<file path="src/rtl/mprj_test_sequencer_pkg.sv">
// Shared types and constants for the mprj test sequencer: FSM state encoding,
// default signature codes and a counter-width helper.
package mprj_test_pkg;

    typedef enum logic [2:0] {
        ST_OFF      = 3'd0,
        ST_PWR_UP   = 3'd1,
        ST_RST_HOLD = 3'd2,
        ST_RUN      = 3'd3,
        ST_PASS     = 3'd4,
        ST_FAIL     = 3'd5
    } seq_state_e;

    localparam logic [15:0] DEF_PASS_CODE = 16'hAB60;
    localparam logic [15:0] DEF_FAIL_CODE = 16'hAB61;

    // Bits needed for a counter that takes n_states distinct values (min 1).
    function automatic int cnt_w(input int n_states);
        return (n_states <= 2) ? 1 : $clog2(n_states);
    endfunction

endpackage

</file>
<file path="src/rtl/mprj_test_sequencer_if.sv">
// Control/status bundle between a bench or board and mprj_test_sequencer.
// Carries hb_err only when MPRJ_TEST_HEARTBEAT_EN is defined.
interface mprj_test_sequencer_if #(
    parameter int NUM_PWR = 2,
    parameter int IO_W    = 38,
    parameter int EB_W    = 7
);
    logic                start;
    logic                abort;
    logic [IO_W-1:0]     mprj_io_in;
    logic [NUM_PWR-1:0]  pwr_en;
    logic                core_resetb;
    logic [2:0]          state;
    logic [EB_W-1:0]     elapsed_blks;
    logic                done;
    logic                pass;
    logic                fail;
    logic                timeout;
`ifdef MPRJ_TEST_HEARTBEAT_EN
    logic                hb_err;

    modport slave  (input start, abort, mprj_io_in,
                    output pwr_en, core_resetb, state, elapsed_blks,
                           done, pass, fail, timeout, hb_err);
    modport master (output start, abort, mprj_io_in,
                    input pwr_en, core_resetb, state, elapsed_blks,
                          done, pass, fail, timeout, hb_err);
`else
    modport slave  (input start, abort, mprj_io_in,
                    output pwr_en, core_resetb, state, elapsed_blks,
                           done, pass, fail, timeout);
    modport master (output start, abort, mprj_io_in,
                    input pwr_en, core_resetb, state, elapsed_blks,
                          done, pass, fail, timeout);
`endif
endinterface

</file>
<file path="src/rtl/mprj_test_sequencer_blk_timer.sv">
// Block-based watchdog: a BLK_CYC cycle counter feeding a completed-block count.
// expired flags the cycle whose wrap completes block TIMEOUT_BLKS.
module mprj_blk_timer
    import mprj_test_pkg::*;
#(
    parameter int BLK_CYC      = 1000,
    parameter int TIMEOUT_BLKS = 75,
    parameter int BW           = 7
) (
    input  logic          clock,
    input  logic          resetb,
    input  logic          en,
    input  logic          clr,
    output logic [BW-1:0] blk_cnt,
    output logic          expired
);
    localparam int CW = cnt_w(BLK_CYC);

    logic [CW-1:0] cyc_q, cyc_d;
    logic [BW-1:0] blk_q, blk_d;
    logic          wrap;

    assign wrap = (cyc_q == CW'(BLK_CYC - 1));

    always_comb begin
        cyc_d = cyc_q;
        blk_d = blk_q;
        if (clr) begin
            cyc_d = '0;
            blk_d = '0;
        end else if (en) begin
            if (wrap) begin
                cyc_d = '0;
                blk_d = blk_q + 1'b1;
            end else begin
                cyc_d = cyc_q + 1'b1;
            end
        end
    end

    always_ff @(posedge clock or negedge resetb) begin
        if (!resetb) begin
            cyc_q <= '0;
            blk_q <= '0;
        end else begin
            cyc_q <= cyc_d;
            blk_q <= blk_d;
        end
    end

    assign blk_cnt = blk_q;
    assign expired = en && !clr && wrap && (blk_q == BW'(TIMEOUT_BLKS - 1));

endmodule

</file>
<file path="src/rtl/mprj_test_sequencer.sv">
// Power-up / reset / watchdog sequencer with signature-based PASS/FAIL result.
// Optional heartbeat watchdog enabled with `define MPRJ_TEST_HEARTBEAT_EN.
module mprj_test_sequencer
    import mprj_test_pkg::*;
#(
    parameter int               NUM_PWR      = 2,
    parameter int               PWR_STEP     = 8,
    parameter int               RST_DLY      = 40,
    parameter int               IO_W         = 38,
    parameter int               SIG_LSB      = 16,
    parameter int               SIG_W        = 16,
    parameter logic [SIG_W-1:0] PASS_CODE    = SIG_W'(DEF_PASS_CODE),
    parameter logic [SIG_W-1:0] FAIL_CODE    = SIG_W'(DEF_FAIL_CODE),
    parameter int               STABLE_CYC   = 4,
    parameter int               BLK_CYC      = 1000,
    parameter int               TIMEOUT_BLKS = 75
`ifdef MPRJ_TEST_HEARTBEAT_EN
    ,
    parameter int               HB_BIT       = 15,
    parameter int               HB_CYC       = 2000
`endif
) (
    input  logic                  clock,
    input  logic                  resetb,
    mprj_test_sequencer_if.slave  bus
);
    localparam int SEQ_MAX = (NUM_PWR * PWR_STEP > RST_DLY) ? NUM_PWR * PWR_STEP : RST_DLY;
    localparam int SEQ_W   = cnt_w(SEQ_MAX + 1);
    localparam int STB_W   = cnt_w(STABLE_CYC + 1);
    localparam int EB_W    = cnt_w(TIMEOUT_BLKS + 1);

    seq_state_e         state_q, state_d;
    logic [SEQ_W-1:0]   step_q, step_d, step_inc;
    logic [STB_W-1:0]   stable_q, stable_d;
    logic [SIG_W-1:0]   sig_q, sig_d;
    logic [NUM_PWR-1:0] pwr_en_q, pwr_en_d, pwr_hit;
    logic               core_resetb_q, core_resetb_d;
    logic               done_q, done_d, pass_q, pass_d, fail_q, fail_d, timeout_q, timeout_d;
    logic               tmr_en, tmr_clr, tmr_expired;
    logic [EB_W-1:0]    elapsed_blks;

`ifdef MPRJ_TEST_HEARTBEAT_EN
    localparam int HB_W = cnt_w(HB_CYC);
    logic            hb_bit_q, hb_bit_d, hb_prev_q, hb_prev_d, hb_err_q, hb_err_d;
    logic [HB_W-1:0] hb_cnt_q, hb_cnt_d;
    logic            hb_toggle;
    assign hb_toggle = (hb_bit_q != hb_prev_q);
`endif

    assign step_inc = step_q + 1'b1;

    // Enable i fires on entry-relative cycle (i+1)*PWR_STEP, entry cycle = 1.
    generate
        for (genvar gi = 0; gi < NUM_PWR; gi++) begin : g_pwr_hit
            assign pwr_hit[gi] = (step_inc == SEQ_W'((gi + 1) * PWR_STEP));
        end
    endgenerate

    assign tmr_en = (state_q == ST_RUN);

    mprj_blk_timer #(
        .BLK_CYC      (BLK_CYC),
        .TIMEOUT_BLKS (TIMEOUT_BLKS),
        .BW           (EB_W)
    ) u_blk_timer (
        .clock   (clock),
        .resetb  (resetb),
        .en      (tmr_en),
        .clr     (tmr_clr),
        .blk_cnt (elapsed_blks),
        .expired (tmr_expired)
    );

    always_comb begin
        state_d       = state_q;
        step_d        = step_q;
        stable_d      = stable_q;
        sig_d         = bus.mprj_io_in[SIG_LSB +: SIG_W];
        pwr_en_d      = pwr_en_q;
        core_resetb_d = core_resetb_q;
        done_d        = done_q;
        pass_d        = pass_q;
        fail_d        = fail_q;
        timeout_d     = timeout_q;
        tmr_clr       = 1'b0;
`ifdef MPRJ_TEST_HEARTBEAT_EN
        hb_bit_d      = bus.mprj_io_in[HB_BIT];
        hb_prev_d     = hb_bit_q;
        hb_cnt_d      = hb_cnt_q;
        hb_err_d      = hb_err_q;
`endif
        if (bus.abort) begin
            state_d       = ST_OFF;
            step_d        = '0;
            stable_d      = '0;
            pwr_en_d      = '0;
            core_resetb_d = 1'b0;
            done_d        = 1'b0;
            pass_d        = 1'b0;
            fail_d        = 1'b0;
            timeout_d     = 1'b0;
            tmr_clr       = 1'b1;
`ifdef MPRJ_TEST_HEARTBEAT_EN
            hb_cnt_d      = '0;
            hb_err_d      = 1'b0;
`endif
        end else begin
            case (state_q)
                ST_OFF, ST_PASS, ST_FAIL: begin
                    // Restart is a clean re-power: drop rails and results now.
                    if (bus.start) begin
                        state_d       = ST_PWR_UP;
                        step_d        = '0;
                        stable_d      = '0;
                        pwr_en_d      = '0;
                        core_resetb_d = 1'b0;
                        done_d        = 1'b0;
                        pass_d        = 1'b0;
                        fail_d        = 1'b0;
                        timeout_d     = 1'b0;
                        tmr_clr       = 1'b1;
`ifdef MPRJ_TEST_HEARTBEAT_EN
                        hb_cnt_d      = '0;
                        hb_err_d      = 1'b0;
`endif
                    end
                end
                ST_PWR_UP: begin
                    step_d   = step_inc;
                    pwr_en_d = pwr_en_q | pwr_hit;
                    if (pwr_hit[NUM_PWR-1]) begin
                        state_d = ST_RST_HOLD;
                        step_d  = '0;
                    end
                end
                ST_RST_HOLD: begin
                    step_d = step_inc;
                    if (step_q == SEQ_W'(RST_DLY - 1)) begin
                        state_d       = ST_RUN;
                        step_d        = '0;
                        stable_d      = '0;
                        core_resetb_d = 1'b1;
                    end
                end
                ST_RUN: begin
                    stable_d = (sig_q == PASS_CODE) ? stable_q + 1'b1 : '0;
`ifdef MPRJ_TEST_HEARTBEAT_EN
                    hb_cnt_d = hb_toggle ? '0 : hb_cnt_q + 1'b1;
`endif
                    if (sig_q == FAIL_CODE) begin
                        state_d = ST_FAIL;
                        done_d  = 1'b1;
                        fail_d  = 1'b1;
`ifdef MPRJ_TEST_HEARTBEAT_EN
                    end else if (!hb_toggle && hb_cnt_q == HB_W'(HB_CYC - 1)) begin
                        state_d  = ST_FAIL;
                        done_d   = 1'b1;
                        fail_d   = 1'b1;
                        hb_err_d = 1'b1;
`endif
                    end else if (sig_q == PASS_CODE && stable_q == STB_W'(STABLE_CYC - 1)) begin
                        state_d = ST_PASS;
                        done_d  = 1'b1;
                        pass_d  = 1'b1;
                    end else if (tmr_expired) begin
                        state_d   = ST_FAIL;
                        done_d    = 1'b1;
                        fail_d    = 1'b1;
                        timeout_d = 1'b1;
                    end
                end
                default: state_d = ST_OFF;
            endcase
        end
    end

    always_ff @(posedge clock or negedge resetb) begin
        if (!resetb) begin
            state_q       <= ST_OFF;
            step_q        <= '0;
            stable_q      <= '0;
            sig_q         <= '0;
            pwr_en_q      <= '0;
            core_resetb_q <= 1'b0;
            done_q        <= 1'b0;
            pass_q        <= 1'b0;
            fail_q        <= 1'b0;
            timeout_q     <= 1'b0;
        end else begin
            state_q       <= state_d;
            step_q        <= step_d;
            stable_q      <= stable_d;
            sig_q         <= sig_d;
            pwr_en_q      <= pwr_en_d;
            core_resetb_q <= core_resetb_d;
            done_q        <= done_d;
            pass_q        <= pass_d;
            fail_q        <= fail_d;
            timeout_q     <= timeout_d;
        end
    end

`ifdef MPRJ_TEST_HEARTBEAT_EN
    always_ff @(posedge clock or negedge resetb) begin
        if (!resetb) begin
            hb_bit_q  <= 1'b0;
            hb_prev_q <= 1'b0;
            hb_cnt_q  <= '0;
            hb_err_q  <= 1'b0;
        end else begin
            hb_bit_q  <= hb_bit_d;
            hb_prev_q <= hb_prev_d;
            hb_cnt_q  <= hb_cnt_d;
            hb_err_q  <= hb_err_d;
        end
    end
    assign bus.hb_err = hb_err_q;
`endif

    assign bus.state        = state_q;
    assign bus.pwr_en       = pwr_en_q;
    assign bus.core_resetb  = core_resetb_q;
    assign bus.elapsed_blks = elapsed_blks;
    assign bus.done         = done_q;
    assign bus.pass         = pass_q;
    assign bus.fail         = fail_q;
    assign bus.timeout      = timeout_q;

endmodule
</file>
<file path="src/flat_wrapper.sv">
// flat-port wrapper written by rule: the top's interface ports become plain ports
module mprj_test_sequencer_flat import mprj_test_pkg::*;
#(
    parameter int               NUM_PWR      = 2,
    parameter int               PWR_STEP     = 8,
    parameter int               RST_DLY      = 40,
    parameter int               IO_W         = 38,
    parameter int               SIG_LSB      = 16,
    parameter int               SIG_W        = 16,
    parameter logic [SIG_W-1:0] PASS_CODE    = SIG_W'(DEF_PASS_CODE),
    parameter logic [SIG_W-1:0] FAIL_CODE    = SIG_W'(DEF_FAIL_CODE),
    parameter int               STABLE_CYC   = 4,
    parameter int               BLK_CYC      = 1000,
    parameter int               TIMEOUT_BLKS = 75

)
  (clock, resetb, bus_start, bus_abort, bus_mprj_io_in, bus_pwr_en, bus_core_resetb, bus_state, bus_elapsed_blks, bus_done, bus_pass, bus_fail, bus_timeout);
  mprj_test_sequencer_if #(.NUM_PWR(NUM_PWR), .IO_W(IO_W)) bus_i ();
  input  logic clock;
  input  logic resetb;
  input wire logic [$bits(bus_i.start)-1:0] bus_start;
  input wire logic [$bits(bus_i.abort)-1:0] bus_abort;
  input wire logic [$bits(bus_i.mprj_io_in)-1:0] bus_mprj_io_in;
  output wire logic [$bits(bus_i.pwr_en)-1:0] bus_pwr_en;
  output wire logic [$bits(bus_i.core_resetb)-1:0] bus_core_resetb;
  output wire logic [$bits(bus_i.state)-1:0] bus_state;
  output wire logic [$bits(bus_i.elapsed_blks)-1:0] bus_elapsed_blks;
  output wire logic [$bits(bus_i.done)-1:0] bus_done;
  output wire logic [$bits(bus_i.pass)-1:0] bus_pass;
  output wire logic [$bits(bus_i.fail)-1:0] bus_fail;
  output wire logic [$bits(bus_i.timeout)-1:0] bus_timeout;
  assign bus_i.start = bus_start;
  assign bus_i.abort = bus_abort;
  assign bus_i.mprj_io_in = bus_mprj_io_in;
  assign bus_pwr_en = bus_i.pwr_en;
  assign bus_core_resetb = bus_i.core_resetb;
  assign bus_state = bus_i.state;
  assign bus_elapsed_blks = bus_i.elapsed_blks;
  assign bus_done = bus_i.done;
  assign bus_pass = bus_i.pass;
  assign bus_fail = bus_i.fail;
  assign bus_timeout = bus_i.timeout;
  mprj_test_sequencer #(.NUM_PWR(NUM_PWR), .PWR_STEP(PWR_STEP), .RST_DLY(RST_DLY), .IO_W(IO_W), .SIG_LSB(SIG_LSB), .SIG_W(SIG_W), .PASS_CODE(PASS_CODE), .FAIL_CODE(FAIL_CODE), .STABLE_CYC(STABLE_CYC), .BLK_CYC(BLK_CYC), .TIMEOUT_BLKS(TIMEOUT_BLKS)) u_core (.clock(clock), .resetb(resetb), .bus(bus_i));
endmodule
</file>
<file path="config.mk">
export PLATFORM = sky130hd
export DESIGN_NAME = mprj_test_sequencer_flat
export DESIGN_NICKNAME = d
export VERILOG_FILES = /design/src/rtl/mprj_test_sequencer_pkg.sv /design/src/rtl/mprj_test_sequencer_if.sv /design/src/rtl/mprj_test_sequencer_blk_timer.sv /design/src/rtl/mprj_test_sequencer.sv /design/src/flat_wrapper.sv
export SDC_FILE = /design/constraint.sdc
export NUM_CORES = 1
export LEC_CHECK = 0
export ABC_CLOCK_PERIOD_IN_PS = 2800
export BUFFER_PORTS_ARGS = -buffer_cell sky130_fd_sc_hd__buf_2
export CORE_MARGIN = 2
export CORE_UTILIZATION = 45
export DETAILED_ROUTE_END_ITERATION = 8
export GPL_TIMING_DRIVEN = 0
export PLACE_DENSITY = 0.68
export SLEW_MARGIN = 20
export SYNTH_ARGS = -nofsm -noshare
export SYNTH_HDL_FRONTEND = slang
export SYNTH_HIERARCHICAL = 1
export SYNTH_SLANG_ARGS = --single-unit
</file>
<file path="constraint.sdc">
create_clock -name clock -period 2.8 [get_ports clock]
set_input_delay 0.42 -clock clock [delete_from_list [all_inputs] [get_ports clock]]
set_output_delay 0.42 -clock clock [all_outputs]
set_load 0.005 [all_outputs]
</file>
==> flow_metrics.tcl, run 1 <==
set metrics [dict create \
    vias_per_cell 5.445 \
    insertedDiodeCount 0 \
    p_int_mw 0.9972 \
    critPathArrivalTime_ns 2.75 \
    multiInputGateArea_um2 1217 \
    grt_overflow 0 \
    ant_nets 0 \
    synth_warnings 6 \
    cts_tree "yes" \
    root_buffer "clkbuf_8" \
    synth_area_um2 2590 \
    cpLargestDelayFamily "simple AND/OR/NAND/NOR gates" \
    endpoint_kind "flop" \
    routedWlPerCell_um 13.36 \
    portBuffers 35 \
    tightest_slew_ns 0.6383 \
    drt-total-wl_um 5009 \
    drive_gt1_frac 0.2178 \
    synth_top_area_frac 0.5024 \
    core_area_um2 5540 \
    cts_buffers 5 \
    synthCells 260 \
    synth_flop_cell "dfrtp_1" \
    dr.pass1.iters 4 \
    maxSlewHeadroom 0.5745 \
    gp_congestion 0.8707 \
    power.switching_mw 0.3396 \
    clock_skew_ns 0.006024 \
    grt_pass1_wl_um 8431 \
    dr_total_vias 2042 \
    die_h_um 79.87 \
    synth_area_leaders "dfrtp_1 (50%), nand2_1 (4.1%), nor2_1 (3.8%)" \
    antenna_found_initial 0 \
    clock_sinks 52 \
    fillCellCount 518 \
    final_area_um2 2964 \
    synth_top_area_cell "dfrtp_1" \
    ff_latch_area_um2 1301 \
    setup_violations 0 \
    synth_seq_cells 52 \
    slew_violations 0 \
    cp_num_buf_inv 2 \
    ir_drop_mv 0.2625 \
    power_density_nw_per_um2 451.0 \
    crit_chain "buf_4, nor2b_2, o21bai_2, buf_2, nor4_1, nand4_1, nor2_2, a21o_4, o22ai_1, a2111o_1" \
    rsz0062_at_grt "no" \
    period_minus_slack_ns 2.560 \
    drc_errors 0 \
    htree_levels 2 \
    pin_count 59 \
    cp_max_fo 10 \
    required_ns 2.99 \
    dr.first_iter.drc_count 104 \
    place_area_um2 2858 \
    period_share 0.9143 \
    synth_edf_count 0 \
    synthArstFlopShare 1.000 \
    hp-class "input pin to async pin" \
    fp.dieW_um 79.87 \
    max_freq_mhz 390.6 \
    max_stage_delay_ns 0.42 \
    power_frac_clock 0.329 \
    area_growth_pct 14.44 \
    p_leak_nw 1.344 \
    swShare 0.2540 \
    start_kind "flop" \
    track_usage 0.1684 \
    clock_latency_ns 0.30 \
    yosysSeqAreaShare 0.5024 \
    fp.dieArea_um2 6378 \
    yosysUniqueCellTypes 56 \
    synthesis.nets 308 \
    status "complete, no violations" \
    power_frac_comb 0.087 \
    synthTopCellsByCount "dfrtp_1 (52), nand2_1 (28), nor2_1 (26), a21oi_1 (18)" \
    clock_path_buffers 2 \
    seq_power_share 0.584 \
    clkTransAtPathRegs_ns 0.10 \
    grt_pass1_vias 1883 \
    finalHoldViolations 0 \
    avgSynthCellArea_um2 9.961 \
    synth_most_common_cell "dfrtp_1" \
    nets 350 \
    crit_type "flop to flop" \
    num_rows 27 \
    tns_ns 0 \
    post-dp-hpwl_um 3677 \
    crit_slowest_cell "a2111o_1" \
    cap_violations 0 \
    initial_core_util 0.4675 \
    grt_max_degree 53 \
]
==> state kept, by name, indices dropped and copies added (netlist names), 2 cells and up <==
register                    flops
u_core/bus.pwr_en               2
u_core/bus.state                3
u_core/sig_q                   16
u_core/stable_q                 3
u_core/step_q                   6
u_core/u_blk_timer/blk_cnt      7
u_core/u_blk_timer/cyc_q       10
==> path summary, 6_finish.rpt <==
path                                     start                  end  slack [ns]  cells after the start
setup reg to reg           u_core/bus.state[0]  u_core/bus.state[0]        0.24                     10
min in group clock          bus_mprj_io_in[30]     u_core/sig_q[14]        0.21                      1
setup / recovery           u_core/bus.state[0]  u_core/bus.state[0]        0.24                     10
hold / removal                          resetb     u_core/step_q[3]        0.12                      1
hold reg to reg             u_core/stable_q[1]   u_core/stable_q[1]        0.49                      2
max in group asynchronous               resetb  u_core/bus.state[2]        2.24                      1
==> metal layers <==
| metal | up-vias | track usage | wire, um |
|---|---|---|---|
| met1 | 975 | 0.2182 | 2243 |
| met2 | 41 | 0.2807 | 2542 |
| met4 | 0 | 0.05932 | 27 |
| met5 | - | 0 | 0 |
| li1 | 1024 | - | - |
| met3 | 2 | 0.03394 | 195 |
==> per-stage QoR <==
step	worst slack, ns	power, mW	util	hold slack [ns]	instances
after global placement	-0.05241	0.9095	0.5154	0.4552	367
after detailed placement	-0.08798	0.9122	0.5158	0.4698	367
after CTS	0.02158	1.360	0.5339	0.1459	375
final	0.2400	1.337	0.5350	0.1150	375
after global routing	0.02935	1.406	0.5350	0.1797	375
after floorplan	0.4433	0.8609	-	0.1244	260
==> layout by cell type (no fill, tap or decap), drive strengths merged, types with 2 or more instances in the layout <==
cell	synthesis	final
nand2	28	28
a31oi	5	5
nor3	6	6
a21oi	18	18
a211oi	2	2
nand2b	4	4
o22ai	3	3
dfrtp	52	52
clkbuf	4	8
inv	8	9
and4	2	2
nand3b	3	3
nand4	9	9
nand3	12	12
nor2	27	27
nor2b	4	4
or3	2	2
and3	3	3
o21a	2	2
xnor2	3	3
xor2	6	6
o21ai	17	17
buf	5	41
a21o	2	2
nor4	5	5
ha	6	6
==> final cells by class <==
cell class,instances,share of cell area
plain buffers,9,0.01731
multi-input cells,191,0.4107
clock buffers,5,0.02322
clock inverters,3,0.009287
well taps,72,0.03039
flip-flops and latches,52,0.4390
repair buffers,35,0.05994
inverters,8,0.01013
==> cells by family (layout without fill, tap and decap cells) <==
family,Yosys count,count (layout),synth area share
AOI/OAI and AO/OA,60,60,0.1454
xor gates and xnor gates,9,9,0.03044
DFF,52,52,0.5024
buffers and inverters,17,60,0.03092
adders and majority gates,6,6,0.02898
and+or+nand+nor,116,116,0.2618
==> repair_timing <==
action / 4_1_cts / 5_1_grt
resized for setup: 2 / 3
buffers inserted: 0 / 0
hold buffers: 0 / 0
setup endpoints to repair: 1 / 1
==> power groups by stage <==
stage	logic (mW)	clock network, mW	registers [mW]
after floorplan	0.0676	0	0.793
after global placement	0.115	0	0.794
after detailed placement	0.116	0	0.796
after CTS	0.117	0.462	0.781
after global routing	0.132	0.490	0.784
final	0.117	0.439	0.781
No activity file was read; power rests on OpenSTA's default activity.
==> inputs of run 2 (changes only) <==
--- a/config.mk
+++ b/config.mk
@@ -6,12 +6,11 @@
 export NUM_CORES = 1
 export LEC_CHECK = 0
 export ABC_CLOCK_PERIOD_IN_PS = 2800
-export BUFFER_PORTS_ARGS = -buffer_cell sky130_fd_sc_hd__buf_2
 export CORE_MARGIN = 2
-export CORE_UTILIZATION = 45
+export CORE_UTILIZATION = 35
 export DETAILED_ROUTE_END_ITERATION = 8
+export DONT_BUFFER_PORTS = 1
 export GPL_TIMING_DRIVEN = 0
-export PLACE_DENSITY = 0.68
 export SLEW_MARGIN = 20
 export SYNTH_ARGS = -nofsm -noshare
 export SYNTH_HDL_FRONTEND = slang
==> run 2 against run 1 <==
Net effect:
- worst setup slack gained 0.041 ns
- combinational power decreased by 9%
- fmax grew 1.6%
- clock power up 7.7%
- clock-buffer cell count did not move
- register-to-register slack improved by 0.04 ns
- non-clock buffer count decreased by 34
- flip-flop and latch count unchanged
- worst hold slack improved by 0.0044 ns
- critical endpoint unchanged
- largest cell class unchanged
- largest power group unchanged
- highest routed layer unchanged
==> flow_metrics.tcl, run 2 (synthesized netlist as in run 1, its figures left out) <==
set metrics [dict create \
    status "complete, no violations" \
    core_area_um2 7214 \
    cp_num_buf_inv 2 \
    layout_commonest_cell "dfrtp_1" \
    grt_pass1_wl_um 8942 \
    clkTransAtPathRegs_ns 0.11 \
    fin_cells 368 \
    mostFrequentLayoutCells "dfrtp_1 (52), nand2_1 (28), nor2_1 (25)" \
    fp.dieW_um 90.02 \
    crit_type "flop to flop" \
    start_kind "flop" \
    nets 316 \
    grt_overflow 0 \
    max_freq_mhz 396.9 \
    dr.pass1.iters 4 \
    required_ns 3.01 \
    num_rows 31 \
    post-dp-hpwl_um 3631 \
    insertedDiodeCount 0 \
    area_growth_pct 10.19 \
    cap_violations 0 \
    dr_total_vias 1936 \
    dr.first_iter.drc_count 90 \
    routedWlPerCell_um 14.31 \
    drive_gt1_frac 0.1152 \
    ant_nets 0 \
    antenna_found_initial 0 \
    critPathArrivalTime_ns 2.73 \
    hp-class "input pin to flop" \
    portBuffers 0 \
    cts_tree "yes" \
    maxSlewHeadroom 0.5172 \
    ir_drop_mv 0.2267 \
    drt-total-wl_um 5267 \
    htree_levels 2 \
    top_register "u_core/sig_q" \
    rsz0062_at_grt "no" \
    fillCellCount 748 \
    clock_path_buffers 2 \
    clock_sinks 52 \
    die_h_um 90.02 \
    period_share 0.8998 \
    setup_violations 0 \
    cts_buffers 5 \
    max_stage_delay_ns 0.51 \
    clock_latency_ns 0.32 \
    setup_ws_ns 0.2806 \
    vias_per_cell 5.261 \
    clock_skew_ns 0.01499 \
    gp_congestion 0.8226 \
    period_minus_slack_ns 2.519 \
    endpoint_kind "flop" \
    p_leak_nw 1.197 \
    tightest_slew_ns 0.7237 \
    largest_reg_flops 16 \
    slew_violations 0 \
    root_buffer "clkbuf_8" \
    cpLargestDelayFamily "simple AND/OR/NAND/NOR gates" \
    crit_chain "nand3b_1, inv_1, buf_2, and4bb_4, nand3_4, nor2_2, a21o_4, o22ai_1, a2111o_1" \
    pin_count 59 \
    power_density_nw_per_um2 476.8 \
    finalHoldViolations 0 \
    post_cts.repair.setup_buffers 0 \
    grt_pass1_vias 1837 \
    crit_slowest_cell "dfrtp_1" \
    drc_errors 0 \
    grt_max_degree 53 \
    placed_cells 359 \
    pre_cts_slack_ns -0.07200 \
    fp.dieArea_um2 8104 \
    cp_max_fo 8 \
    initial_core_util 0.3590 \
    track_usage 0.1334 \
]
[run 2: changes by cell type in the layout (fill, tap and decap cells not counted)]
cell / before / now
buf_4: 5 / 4
buf_2: 36 / 1
inv_6: 0 / 2
dlygate4sd3_1: 0 / 1
buf_16: 0 / 1
clkinv_4: 1 / 0
clkinvlp_4: 1 / 0
[run 2: timing repair]
| item | in CTS | in global routing |
|---|---|---|
| endpoints found under the hold margin | 52 | 0 |
| setup endpoints to repair | 1 | 1 |
| hold buffers | 2 | 0 |
| gates resized for setup | 2 | 2 |
| gates cloned | 0 | 0 |
[run 2: worst paths after layout]
check | startpoint | to | slack [ns] | cells after the start
max in group asynchronous | resetb | u_core/u_blk_timer/cyc_q[3] | 1.95 | 2
worst max register to register | u_core/bus.state[2] | u_core/bus.state[0] | 0.28 | 9
min in group asynchronous | resetb | u_core/bus.core_resetb | 0.61 | 2
worst min register to register | u_core/stable_q[0] | u_core/stable_q[0] | 0.49 | 1
worst min-delay path | bus_mprj_io_in[19] | u_core/sig_q[3] | 0.12 | 0
worst max-delay path | u_core/bus.state[2] | u_core/bus.state[0] | 0.28 | 9
[run 2: layout make-up]
cell class | count | area [um^2] | area share
clock inverter | 3 | 28.78 | 0.01008
tap | 99 | 123.9 | 0.04340
inverter | 8 | 30.03 | 0.01052
sequential | 52 | 1301 | 0.4559
buffer | 8 | 46.29 | 0.01622
clock buffer | 5 | 68.82 | 0.02411
timing repair buffer | 2 | 37.54 | 0.01315
multi-input combinational | 191 | 1217 | 0.4266
[run 2: power breakdown]
part	leakage (nW)	switching, mW	internal (mW)
Sequential	0.687	0.0130	0.768
Clock	0.0511	0.283	0.189
Combinational	0.458	0.0682	0.0386
Total	1.20	0.365	0.996
[run 2: metal layers]
layer / routed length, um / vias up / track usage
li1: - / 953 / -
met1: 2411 / 935 / 0.1770
met2: 2500 / 38 / 0.2124
met3: 234 / 10 / 0.03185
met4: 121 / 0 / 0.05000
met5: 0 / - / 0
[run 2: stage by stage]
| stage | total power, mW | TNS, ns | hold WS [ns] | util | instance area [um^2] |
|---|---|---|---|---|---|
| after floorplan | 0.8609 | 0 | 0.1244 | - | 2590 |
| after global placement | 0.8809 | -0.04348 | 0.1264 | 0.3762 | 2714 |
| after detailed placement | 0.8816 | -0.07200 | 0.1265 | 0.3762 | 2714 |
| after CTS | 1.380 | 0 | 0.1046 | 0.3954 | 2853 |
| after global routing | 1.426 | 0 | 0.09314 | 0.3956 | 2854 |
| final | 1.361 | 0 | 0.1195 | 0.3956 | 2854 |
==> inputs of run 3 (changes only) <==
--- a/config.mk
+++ b/config.mk
@@ -5,11 +5,12 @@
 export SDC_FILE = /design/constraint.sdc
 export NUM_CORES = 1
 export LEC_CHECK = 0
+export ABC_AREA = 1
 export ABC_CLOCK_PERIOD_IN_PS = 2800
+export BUFFER_PORTS_ARGS = -buffer_cell sky130_fd_sc_hd__buf_2
 export CORE_MARGIN = 2
 export CORE_UTILIZATION = 35
 export DETAILED_ROUTE_END_ITERATION = 8
-export DONT_BUFFER_PORTS = 1
 export GPL_TIMING_DRIVEN = 0
 export SLEW_MARGIN = 20
 export SYNTH_ARGS = -nofsm -noshare
==> run 3 against run 2 <==
Net effect:
- die area grew 6.7%
- power grew 37%
- routed wire length grew 4.5%
- via count grew 17%
- flip-flop and latch count is the same
- first-iteration DRC count shrank 22%
==> flow_metrics.tcl, run 3 <==
set metrics [dict create \
    clock_path_buffers 2 \
    pin_count 59 \
    synth_area_leaders "dfrtp_1 (47%), nand2_1 (12%), nor2_1 (6.0%)" \
    top_register "u_core/sig_q" \
    hold_buffers 0 \
    area_growth_pct 14.72 \
    critPathArrivalTime_ns 2.55 \
    start_kind "flop" \
    fillCellCount 793 \
    drive_gt1_frac 0.2185 \
    p_leak_nw 1.597 \
    num_rows 32 \
    cap_violations 0 \
    finalHoldViolations 0 \
    cpLargestDelayFamily "simple AND/OR/NAND/NOR gates" \
    synth_top_area_frac 0.4695 \
    cts_tree "yes" \
    nets 436 \
    synthCells 345 \
    yosysSeqAreaShare 0.4695 \
    dr.pass1.iters 4 \
    crit_type "flop to flop" \
    antenna_found_initial 0 \
    post-dp-hpwl_um 4134 \
    crit_top_cell "nand2_1" \
    period_minus_slack_ns 2.337 \
    crit_start "u_core/bus.state[2]" \
    grt_pass1_vias 2185 \
    grt_overflow 0 \
    synthesis.nets 393 \
    cp_max_fo 11 \
    drc_errors 0 \
    required_ns 3.01 \
    synth_seq_cells 52 \
    synth_flop_cell "dfrtp_1" \
    rr_worst_depth 15 \
    tightest_slew_ns 0.6591 \
    max_freq_mhz 427.9 \
    portBuffers 36 \
    pre_cts_slack_ns 0.4778 \
    crit_chain "inv_2, nand2_2, nand2_1, nor2_2, nor2_1, inv_1, inv_2, nand2_1, nor2_1, nor2_4, nand3_4, nand2_2, nor2_1, nand2_1, nand2_1" \
    layout_commonest_cell "nand2_1" \
    synth_most_common_cell "nand2_1" \
    synthTopCellsByCount "nand2_1 (88), dfrtp_1 (52), nor2_1 (44), inv_1 (39), nand3_1 (22)" \
    synth_warnings 6 \
    status "complete, no violations" \
    drt-total-wl_um 5506 \
    clock_sinks 52 \
    ant_nets 0 \
    whs_ns 0.1292 \
    tns_ns 0 \
    period_share 0.8346 \
    synth_area_um2 2771 \
    setup_violations 0 \
    synthMuxAreaShare 0 \
    fp.dieW_um 92.99 \
    timing.rr.end "u_core/bus.state[0]" \
    cp_num_buf_inv 3 \
    grt_pass1_wl_um 9860 \
    synth_edf_count 0 \
    dr_total_vias 2266 \
    slew_violations 0 \
    synth_top_area_cell "dfrtp_1" \
    initial_core_util 0.3605 \
    r2r_slack_ns 0.46 \
    largest_reg_flops 16 \
    die_h_um 92.99 \
    yosysUniqueCellTypes 30 \
    synth_compound_area_frac 0.06591 \
    cts_resized 0 \
    htree_levels 2 \
    clock_skew_ns 0.01098 \
    hp-class "input pin to async pin" \
    mostFrequentLayoutCells "nand2_1 (88), dfrtp_1 (52), nor2_1 (44)" \
    r2r-start "u_core/bus.state[2]" \
    max_stage_delay_ns 0.43 \
    track_usage 0.1419 \
    post_cts.repair.setup_buffers 0 \
    clkTransAtPathRegs_ns 0.10 \
    endpoint_kind "flop" \
    ir_drop_mv 0.2777 \
    dr.first_iter.drc_count 70 \
    gp_congestion 0.8674 \
    synth-adder-area-share 0.02709 \
    clock_latency_ns 0.31 \
    yosys.area_share.simple 0.3490 \
    maxSlewHeadroom 0.5606 \
    cts_buffers 5 \
    fp.dieArea_um2 8646 \
    setup_ws_ns 0.4631 \
    core_area_um2 7687 \
    routedWlPerCell_um 11.21 \
    power_density_nw_per_um2 585.9 \
    crit_slowest_cell "dfrtp_1" \
    synth_top_family_by_area "simple AND/OR/NAND/NOR gates" \
    vias_per_cell 4.615 \
    insertedDiodeCount 0 \
    synthArstFlopShare 1.000 \
    rsz0062_at_grt "no" \
    root_buffer "clkbuf_8" \
    synth-xor-area-share 0.01896 \
    avgSynthCellArea_um2 8.033 \
    grt_max_degree 53 \
]
## run 3: cell types whose count changed after synthesis, moves of 9 or more
| cell | change |
|---|---|
| nand3_1 | +11 |
| nand2_1 | +60 |
| nand2_2 | +9 |
| inv_1 | +32 |
| nor2_1 | +18 |
## run 3: cells by family (layout without fill, tap and decap cells)
family                   Yosys count  count (layout)
buffers and inverters             50              94
AND/OR/NAND/NOR                  200             200
adder cells (fa/ha/maj)            6               6
AO/OA/AOI/OAI                     31              31
XOR/XNOR                           6               6
flip-flops                        52              52
## run 3: area by class of cell
cell class | instances | area [um^2] | share of cell area
sequential | 52 | 1301 | 0.4093
multi-input combinational | 243 | 1277 | 0.4018
inverter | 49 | 185.2 | 0.05824
timing repair buffer | 36 | 182.7 | 0.05746
tap | 102 | 127.6 | 0.04014
clock buffer | 5 | 68.82 | 0.02165
clock inverter | 3 | 28.78 | 0.009052
buffer | 1 | 7.507 | 0.002361
## run 3: metal layers
metal  global-route usage  part of all wire
met1               0.1844              0.47
met2               0.2397              0.48
met4              0.04534             0.013
met5                    0                 0
met3              0.02659             0.035
## run 3: stage by stage
stage | power, mW | area [um^2] | util | cells
floorplan | 1.246 | 2771 | - | 345
global placement | 1.406 | 3079 | 0.4006 | 483
detailed placement | 1.414 | 3082 | 0.4009 | 483
CTS | 1.895 | 3179 | 0.4136 | 491
global route | 1.999 | 3179 | 0.4136 | 491
finish | 1.863 | 3179 | 0.4136 | 491
## run 3: how the worst max path moves through the flow
| stage | end | slack, ns | cells after the start |
|---|---|---|---|
| finish | u_core/bus.state[0] | 0.46 | 15 |
| global route | u_core/bus.state[0] | 0.23 | 15 |
| CTS | u_core/bus.state[0] | 0.45 | 15 |
| detailed placement | u_core/bus.state[0] | 0.48 | 15 |
| global placement | u_core/bus.state[0] | 0.49 | 15 |
| floorplan | u_core/bus.done | 0.94 | 13 |
## run 3: report_power, final
group	total, mW	internal, mW	switching (mW)	leakage (nW)
clock network	0.467	0.189	0.277	0.0511
logic	0.526	0.165	0.361	0.866
registers	0.870	0.812	0.0587	0.681
